[config.mk]
export PLATFORM = sky130hd
export DESIGN_NAME = fifo_ctrl_32x8_flat
export DESIGN_NICKNAME = d
export VERILOG_FILES = /design/src/rtl/fifo_ctrl_32x8_if.sv /design/src/rtl/fifo_ctrl_32x8.sv /design/src/flat_wrapper.sv
export SDC_FILE = /design/constraint.sdc
export NUM_CORES = 1
export LEC_CHECK = 0
export CAP_MARGIN = 10
export CELL_PAD_IN_SITES_DETAIL_PLACEMENT = 0
export CELL_PAD_IN_SITES_GLOBAL_PLACEMENT = 1
export CORE_UTILIZATION = 26
export CTS_BUF_LIST = sky130_fd_sc_hd__clkbuf_4
export CTS_CLUSTER_DIAMETER = 200
export DETAILED_ROUTE_END_ITERATION = 8
export PLACE_DENSITY = 0.78
export RECOVER_POWER = 25
export SETUP_SLACK_MARGIN = 0.1
export SLEW_MARGIN = 20
export SYNTH_ARGS = -nofsm -noshare
export SYNTH_HDL_FRONTEND = slang
export SYNTH_SLANG_ARGS = --single-unit
[constraint.sdc]
create_clock -name Clock -period 2.7 [get_ports Clock]
set_clock_uncertainty 0.1 [all_clocks]
set_input_delay 0.675 -clock Clock [delete_from_list [all_inputs] [get_ports Clock]]
set_output_delay 0.675 -clock Clock [all_outputs]
set_load 0.03 [all_outputs]
[src/rtl/fifo_ctrl_32x8_if.sv]
// Request/status bundle between a FIFO client and the pointer/flag controller.
// The master issues Push/Pop; the slave (controller) drives row selects and flags.
interface fifo_ctrl_32x8_if #(
  parameter int DEPTH  = 32,
  parameter int ADDR_W = 5
);
  logic              Push;
  logic              Pop;
  logic [DEPTH-1:0]  Write_Row_Select;
  logic [DEPTH-1:0]  Read_Row_Select;
  logic              Write_Enable;
  logic [ADDR_W:0]   Count;
  logic              Full;
  logic              Empty;
  logic              Almost_Full;
  logic              Almost_Empty;
  logic              Overflow;
  logic              Underflow;

  modport master (
    output Push, Pop,
    input  Write_Row_Select, Read_Row_Select, Write_Enable, Count,
    input  Full, Empty, Almost_Full, Almost_Empty, Overflow, Underflow
  );

  modport slave (
    input  Push, Pop,
    output Write_Row_Select, Read_Row_Select, Write_Enable, Count,
    output Full, Empty, Almost_Full, Almost_Empty, Overflow, Underflow
  );
endinterface

[src/rtl/fifo_ctrl_32x8.sv]
// Pointer/flag controller for a 32x8 row-array FIFO: zero-latency one-hot row selects,
// Write_Enable is the only combinational output; rejected pushes/pops set sticky error flags.
module fifo_ctrl_32x8 #(
  parameter int DEPTH    = 32,
  parameter int ADDR_W   = 5,
  parameter int AF_LEVEL = 28,
  parameter int AE_LEVEL = 4
) (
  input logic              Clock,
  input logic              Reset_n,
  fifo_ctrl_32x8_if.slave  bus
);

  localparam logic [ADDR_W:0]  AF_THR  = (ADDR_W+1)'(AF_LEVEL);
  localparam logic [ADDR_W:0]  AE_THR  = (ADDR_W+1)'(AE_LEVEL);
  localparam logic [ADDR_W:0]  PTR_ONE = (ADDR_W+1)'(1);
  localparam logic [DEPTH-1:0] ROW0    = DEPTH'(1);

  logic [ADDR_W:0] wp_q;
  logic [ADDR_W:0] rp_q;
  logic [ADDR_W:0] count_q;
  logic            ovf_q;
  logic            unf_q;

  logic full;
  logic empty;
  logic push_ok;
  logic pop_ok;

  // Wrap bit distinguishes full (same row, different lap) from empty (same row, same lap).
  assign full  = (wp_q[ADDR_W] != rp_q[ADDR_W]) &&
                 (wp_q[ADDR_W-1:0] == rp_q[ADDR_W-1:0]);
  assign empty = (wp_q == rp_q);

  assign push_ok = bus.Push & ~full;
  assign pop_ok  = bus.Pop  & ~empty;

  always_ff @(posedge Clock) begin
    if (!Reset_n) begin
      wp_q    <= '0;
      rp_q    <= '0;
      count_q <= '0;
      ovf_q   <= 1'b0;
      unf_q   <= 1'b0;
    end else begin
      if (push_ok) wp_q <= wp_q + PTR_ONE;
      if (pop_ok)  rp_q <= rp_q + PTR_ONE;

      case ({push_ok, pop_ok})
        2'b10:   count_q <= count_q + PTR_ONE;
        2'b01:   count_q <= count_q - PTR_ONE;
        default: count_q <= count_q;
      endcase

      // Pop wins when full and push wins when empty, so the loser is what gets flagged.
      if (bus.Push && full)  ovf_q <= 1'b1;
      if (bus.Pop  && empty) unf_q <= 1'b1;
    end
  end

  assign bus.Write_Enable     = push_ok & Reset_n;
  assign bus.Write_Row_Select = ROW0 << wp_q[ADDR_W-1:0];
  assign bus.Read_Row_Select  = ROW0 << rp_q[ADDR_W-1:0];
  assign bus.Count            = count_q;
  assign bus.Full             = full;
  assign bus.Empty            = empty;
  assign bus.Almost_Full      = (count_q >= AF_THR);
  assign bus.Almost_Empty     = (count_q <= AE_THR);
  assign bus.Overflow         = ovf_q;
  assign bus.Underflow        = unf_q;

  a_count_matches_ptrs: assert property (@(posedge Clock) disable iff (!Reset_n)
    count_q == (wp_q - rp_q));
  a_wsel_onehot: assert property (@(posedge Clock) $onehot(bus.Write_Row_Select));
  a_rsel_onehot: assert property (@(posedge Clock) $onehot(bus.Read_Row_Select));

endmodule
[src/flat_wrapper.sv]
// flat-port wrapper written by rule: the top's interface ports become plain ports
module fifo_ctrl_32x8_flat 
#(
  parameter int DEPTH    = 32,
  parameter int ADDR_W   = 5,
  parameter int AF_LEVEL = 28,
  parameter int AE_LEVEL = 4
)
  (Clock, Reset_n, bus_Push, bus_Pop, bus_Write_Row_Select, bus_Read_Row_Select, bus_Write_Enable, bus_Count, bus_Full, bus_Empty, bus_Almost_Full, bus_Almost_Empty, bus_Overflow, bus_Underflow);
  fifo_ctrl_32x8_if #(.DEPTH(DEPTH), .ADDR_W(ADDR_W)) bus_i ();
  input logic Clock;
  input logic Reset_n;
  input wire logic [$bits(bus_i.Push)-1:0] bus_Push;
  input wire logic [$bits(bus_i.Pop)-1:0] bus_Pop;
  output wire logic [$bits(bus_i.Write_Row_Select)-1:0] bus_Write_Row_Select;
  output wire logic [$bits(bus_i.Read_Row_Select)-1:0] bus_Read_Row_Select;
  output wire logic [$bits(bus_i.Write_Enable)-1:0] bus_Write_Enable;
  output wire logic [$bits(bus_i.Count)-1:0] bus_Count;
  output wire logic [$bits(bus_i.Full)-1:0] bus_Full;
  output wire logic [$bits(bus_i.Empty)-1:0] bus_Empty;
  output wire logic [$bits(bus_i.Almost_Full)-1:0] bus_Almost_Full;
  output wire logic [$bits(bus_i.Almost_Empty)-1:0] bus_Almost_Empty;
  output wire logic [$bits(bus_i.Overflow)-1:0] bus_Overflow;
  output wire logic [$bits(bus_i.Underflow)-1:0] bus_Underflow;
  assign bus_i.Push = bus_Push;
  assign bus_i.Pop = bus_Pop;
  assign bus_Write_Row_Select = bus_i.Write_Row_Select;
  assign bus_Read_Row_Select = bus_i.Read_Row_Select;
  assign bus_Write_Enable = bus_i.Write_Enable;
  assign bus_Count = bus_i.Count;
  assign bus_Full = bus_i.Full;
  assign bus_Empty = bus_i.Empty;
  assign bus_Almost_Full = bus_i.Almost_Full;
  assign bus_Almost_Empty = bus_i.Almost_Empty;
  assign bus_Overflow = bus_i.Overflow;
  assign bus_Underflow = bus_i.Underflow;
  fifo_ctrl_32x8 #(.DEPTH(DEPTH), .ADDR_W(ADDR_W), .AF_LEVEL(AF_LEVEL), .AE_LEVEL(AE_LEVEL)) u_core (.Clock(Clock), .Reset_n(Reset_n), .bus(bus_i));
endmodule
==> results.sh, run 1 <==
export IMPL_status="complete, no violations"
export IMPL_leakagePower_nw=1.37
export IMPL_place_congestion=0.805
export IMPL_wl_per_cell_um=12.4
export IMPL_drive_gt1_share_pct=23.7
export IMPL_vias_per_cell=4.51
export IMPL_ff2ff_setup_slack_ns=0.12
export IMPL_cts_tree="yes"
export IMPL_yosysMostFrequentCell="nor2_1"
export IMPL_start_kind="flip-flop"
export IMPL_cts_clk_slew_worst_paths_ns=0.12
export IMPL_grt_overflow=0
export IMPL_power_switching_mw=0.489
export IMPL_yosysTopAreaCellShare_pct=22.4
export IMPL_min_period_ns=2.58
export IMPL_synth_edff_count=0
export IMPL_crit_slowest_cell="or4_4"
export IMPL_final_hold_viol_count=0
export IMPL_path_cells="xor2_1 -> nor3_4 -> a21boi_4 -> ha_4 -> ha_4 -> or2b_1 -> or4_4 -> a31o_1 -> a21oi_2"
export IMPL_first_global_vias=1693
export IMPL_pwr_share_comb_pct=53.7
export IMPL_antenna_cells=0
export IMPL_track_usage_pct=14.4
export IMPL_drc=0
export IMPL_syn2layout_area_growth_pct=60.9
export IMPL_io_buffers=80
export IMPL_start_util_pct=27.6
export IMPL_maxCapViolations=0
export IMPL_synth_nets=275
export IMPL_firstDrtPassIters=4
export IMPL_synth_seq_area_share_pct=22.4
export IMPL_netlist_area_sq_mm=0.00179
export IMPL_grt_pass1_wl_mm=8.43
export IMPL_wirelength_met1_mm=2.69
export IMPL_synth_distinct_cells=40
export IMPL_rsz0062_at_grt="true"
export IMPL_fin_util_pct=44.4
export IMPL_top_layer="met4"
export IMPL_netlist_instances=253
export IMPL_fmax_mhz=387
export IMPL_synth_seq_cells=20
export IMPL_synthTopCellsByCount="nor2_1 (71), nand2_1 (31), dfxtp_1 (20)"
export IMPL_cts_hold_buf=0
export IMPL_crit_path_end_kind="flip-flop"
export IMPL_clock_path_buffers=2
export IMPL_routed_wirelength_mm=5.34
export IMPL_antenna_left=0
export IMPL_cp_top_family="simple AND/OR/NAND/NOR gates"
export IMPL_switching_share_pct=42.7
export IMPL_dieArea_sq_mm=0.00722
export IMPL_synth_area_leaders="dfxtp_1 (22%), nor2_1 (15%), ha_1 (12%)"
export IMPL_wl_met3_um=150
export IMPL_route_met2_wl_mm=2.47
export IMPL_ys_flop_type="dfxtp_1"
export IMPL_slowest_delay_ns=0.41
export IMPL_drv_slew=0
export IMPL_finalSetupViolCount=0
export IMPL_power_density_mw_per_mm2=397
export IMPL_slew_headroom_pct=75.6
export IMPL_fin_crit_sh_pct=95.7
export IMPL_power_total_mw=1.14
export IMPL_root_buffer="clkbuf_4"
export IMPL_crit_top_cell="ha_4"
export IMPL_yosysTopAreaCell="dfxtp_1"
export IMPL_hpwl_mm=4.22
export IMPL_ios=81
export IMPL_async_flop_share_pct=0
export IMPL_die_w_um=85.0
export IMPL_tightest_slew_ns=0.366
export IMPL_clkLatencyLatePin_ns=0.31
export IMPL_drtIter0Drc=69
export IMPL_hp_class="reg2reg"
export IMPL_critPathBufInv=0
export IMPL_vias=1948
export IMPL_synth_warning_count=0
export IMPL_rows=29
export IMPL_seqPwrFrac_pct=32.4
export IMPL_required_ns=2.86
export IMPL_nets=378
export IMPL_cts_inserted_buffers=3
export IMPL_p_clk_share_pct=13.9
export IMPL_core_area_sq_mm=0.00649
export IMPL_avgSynthCellArea_sq_um=7.08
export IMPL_cp_max_fo=6
export IMPL_clock_sink_count=20
export IMPL_grt_max_degree=28
export IMPL_tns_ns=0
export IMPL_internal_power_mw=0.656
export IMPL_h_tree_depth=1
export IMPL_critPathArrivalTime_ns=2.74
export IMPL_path_class="reg2reg"
export IMPL_fp_dieH_um=85.0
export IMPL_antenna_found_initial=0
export IMPL_peakVddDrop_v=0.000327
power by group through the flow:
stage | Combinational, mW | Sequential [mW] | Clock, mW
detailed placement | 0.598 | 0.376 | 0
global placement | 0.590 | 0.376 | 0
floorplan | 0.327 | 0.416 | 0
finish | 0.614 | 0.371 | 0.159
global route | 0.669 | 0.377 | 0.177
CTS | 0.605 | 0.370 | 0.163
final timing paths:
kind / start / to / cells after the start
worst min register to register: u_core.bus.Overflow / u_core.bus.Overflow / 2
worst max-delay path: u_core.rp_q[4] / u_core.bus.Count[5] / 9
worst max register to register: u_core.rp_q[4] / u_core.bus.Count[5] / 9
worst min-delay path: u_core.bus.Overflow / u_core.bus.Overflow / 2
metal layers:
layer | vias up | track usage, %
met2 | 31 | 22.6
met1 | 885 | 20.7
li1 | 1030 | -
met5 | - | 0
met4 | 0 | 2.47
met3 | 2 | 2.72
area by class of cell:
| type | instances | area [sq um] |
|---|---|---|
| multi-input cells | 203 | 1380 |
| repair buffers | 113 | 915 |
| fillers | 671 | 3610 |
| inverters | 15 | 56.3 |
| flip-flops and latches | 20 | 410 |
| clock buffers | 3 | 22.5 |
| well taps | 77 | 96.3 |
| clock inverters | 1 | 3.75 |
cells by family after synthesis:
family	count (synthesis)	share of synthesized area (%)
AND/OR/NAND/NOR	141	36.8
buffers and inverters	30	7.62
AO/OA/AOI/OAI	25	10.1
flip-flops	20	22.4
adder cells (fa/ha/maj)	18	13.0
multiplexers	12	6.71
XOR/XNOR	7	3.42
layout by cell type (no fill, tap or decap), drive strengths merged, types with 3 or more instances in the layout:
cell type / count
nor2: 71
buf: 35
dlygate4sd2: 33
nand2: 31
clkbuf: 21
dfxtp: 20
clkdlybuf4s15: 17
ha: 17
inv: 15
mux2i: 12
nand2b: 9
dlygate4sd3: 9
a21oi: 7
xor2: 6
nand4: 5
nor3: 5
or2b: 4
and2: 4
a211oi: 4
nor4b: 3
o21ai: 3
sequential cells by signal, summed over array words and instances, names as in the netlist:
register	count
u_core.bus.Underflow	1
u_core.bus.Overflow	1
u_core.bus.Count	6
u_core.rp_q	6
u_core.wp_q	6
metrics by stage:
stage / hold WS (ns) / cells / setup slack (ns) / instance area (sq um)
after global placement: 0.350 / 423 / -0.351 / 2880
after detailed placement: 0.360 / 423 / -0.357 / 2880
after floorplan: 0.355 / 253 / 0.0227 / 1860
after global routing: 0.429 / 432 / 0.0153 / 2880
final: 0.383 / 432 / 0.117 / 2880
after CTS: 0.389 / 430 / 0.0911 / 2890
tightest hold or removal path: cells and delay by family (launching register included):
kind | cells | cell delay (ns)
compound gates | 1 | 0.04
flops | 1 | 0.35
simple gates | 1 | 0.07
what timing repair did:
action,in CTS,in global routing
hold endpoints to repair,0,0
endpoints found under the setup margin,68,52
pin swaps,5,2
setup buffers,3,2
gates resized for setup,78,61
Note: power is estimated with default switching activity, not from simulation.
==> inputs of run 2 (changes only) <==
- SETUP_SLACK_MARGIN: 0.1 -> 0.05
==> run 2 against run 1 <==
Critical path depth unchanged. Worst setup slack got worse by 0.015 ns. Via count decreased by 0.67%. Sequential share of layout area is 0.52 points lower. Final cell count rose by 0.23%. Register-to-register slack hardly changed. Clock power rose by 62%. Die area unchanged. Count of clock-buffer cells in the layout is the same. Critical path type is now in2reg. Largest cell class unchanged.
==> results.sh, run 2 (synthesized netlist as in run 1, its figures left out) <==
export IMPL_status="complete, no violations"
export IMPL_die_w_um=85.0
export IMPL_clock_path_buffers=2
export IMPL_final_hold_viol_count=0
export IMPL_fin_crit_sh_pct=96.2
export IMPL_cp_max_fo=6
export IMPL_vias=1935
export IMPL_grt_pass1_wl_mm=8.56
export IMPL_rsz0062_at_grt="true"
export IMPL_ios=81
export IMPL_drc=0
export IMPL_antenna_found_initial=0
export IMPL_slew_headroom_pct=75.6
export IMPL_track_usage_pct=14.4
export IMPL_dieArea_sq_mm=0.00722
export IMPL_drv_slew=0
export IMPL_cts_tree="yes"
export IMPL_crit_slowest_cell="clkdlybuf4s50_1"
export IMPL_fp_dieH_um=85.0
export IMPL_final_cell_mix="nor2_1 (71), dlygate4sd2_1 (46), buf_4 (35)"
export IMPL_hp_class="reg2reg"
export IMPL_crit_path_end_kind="flip-flop"
export IMPL_start_util_pct=27.6
export IMPL_fmax_mhz=385
export IMPL_power_total_mw=1.26
export IMPL_core_area_sq_mm=0.00649
export IMPL_power_switching_mw=0.498
export IMPL_fin_util_pct=45.8
export IMPL_preCtsSetupSlack_ns=-0.363
export IMPL_regArea_sq_um=408
export IMPL_cts_inserted_buffers=3
export IMPL_min_period_ns=2.60
export IMPL_multi_input_area_sq_mm=0.00141
export IMPL_pwr_share_comb_pct=49.8
export IMPL_clkLatencyLatePin_ns=0.32
export IMPL_tightest_slew_ns=0.366
export IMPL_place_congestion=0.801
export IMPL_drive_gt1_share_pct=21.3
export IMPL_slowest_delay_ns=0.48
export IMPL_cts_clk_slew_worst_paths_ns=0.14
export IMPL_antenna_cells=0
export IMPL_path_cells="clkdlybuf4s50_1 -> a21boi_4 -> ha_4 -> ha_4 -> buf_6 -> nor2b_4 -> o21a_1 -> o21a_1 -> o41ai_2"
export IMPL_grt_max_degree=28
export IMPL_rows=29
export IMPL_routed_wirelength_mm=5.42
export IMPL_peakVddDrop_v=0.000366
export IMPL_io_buffers=80
export IMPL_seqPwrFrac_pct=29.8
export IMPL_switching_share_pct=39.5
export IMPL_wl_per_cell_um=12.5
export IMPL_worst_slack_ns=0.103
export IMPL_power_density_mw_per_mm2=424
export IMPL_path_class="in2reg"
export IMPL_required_ns=2.84
export IMPL_place_area_sq_mm=0.00289
export IMPL_drtIter0Drc=55
export IMPL_p_clk_share_pct=20.4
export IMPL_internal_power_mw=0.763
export IMPL_hpwl_mm=4.20
export IMPL_final_common_cell="nor2_1"
export IMPL_maxCapViolations=0
export IMPL_firstDrtPassIters=4
export IMPL_antenna_left=0
export IMPL_final_area_sq_mm=0.00297
export IMPL_leakagePower_nw=1.41
export IMPL_critPathBufInv=2
export IMPL_start_kind="primary input"
export IMPL_h_tree_depth=1
export IMPL_grt_overflow=0
export IMPL_clock_sink_count=20
export IMPL_first_global_vias=1790
export IMPL_syn2layout_area_growth_pct=66.0
export IMPL_critPathArrivalTime_ns=2.73
export IMPL_fill_cells=663
export IMPL_nets=379
export IMPL_finalSetupViolCount=0
export IMPL_vias_per_cell=4.47
export IMPL_cp_top_family="compound AO/OA/AOI/OAI gates"
export IMPL_root_buffer="clkbuf_4"
==> run 2: repair_timing <==
action                                  CTS  global route
setup buffers                             1             3
pin swaps                                 1            10
resized for setup                        70            44
hold buffers                              0             0
endpoints found under the setup margin   67            41
==> run 2: final cells by class <==
cell class	instances	share of cell area, %
timing repair buffer	114	32.0
sequential	20	13.7
inverter	15	1.89
clock buffer	3	0.758
tap	77	3.24
multi-input combinational	203	47.4
clock inverter	1	1.01
==> run 2: per-layer routing <==
| layer | GRT usage, % | wire length, um | vias up |
|---|---|---|---|
| met4 | 2.62 | 34 | 0 |
| met3 | 2.14 | 145 | 4 |
| met2 | 23.8 | 2630 | 24 |
| met5 | 0 | 0 | - |
| li1 | - | - | 1029 |
| met1 | 19.9 | 2610 | 878 |
==> run 2: metrics by stage <==
stage	TNS [ns]	cells	hold slack (ns)
CTS	0	430	0.395
finish	0	433	0.387
floorplan	0	253	0.355
global placement	-0.772	425	0.353
global route	-0.0428	433	0.432
detailed placement	-0.929	425	0.371
==> run 2: worst paths after layout <==
kind,slack [ns],from,cells past startpoint,to
worst min register to register,0.39,u_core.bus.Overflow,2,u_core.bus.Overflow
worst max-delay path,0.10,bus_Pop,9,u_core.bus.Count[4]
worst max register to register,0.11,u_core.wp_q[5],9,u_core.bus.Count[5]
worst min-delay path,0.39,u_core.bus.Overflow,2,u_core.bus.Overflow
==> run 2: power by group through the flow <==
stage          logic, mW  clock network, mW  registers, mW
2_1_floorplan      0.327                  0          0.416
3_3_place_gp       0.596                  0          0.375
3_5_place_dp       0.604                  0          0.376
4_1_cts            0.594              0.266          0.370
5_1_grt            0.688              0.279          0.381
6_report           0.628              0.257          0.376
==> run 2: worst register-to-register path: stages (launching register included) <==
cell	delay, ns
dfxtp_1	0.36
xnor2_2	0.27
nor3b_4	0.30
a21boi_4	0.10
ha_4	0.22
ha_4	0.27
or2b_1	0.21
or4_4	0.41
a31o_1	0.20
a21oi_2	0.12
==> inputs of run 3 (changes only) <==
- GPL_ROUTABILITY_DRIVEN: default -> 0
==> results of run 3 <==
Same layout as run 2: the final DEF is identical, and so are final timing and power.
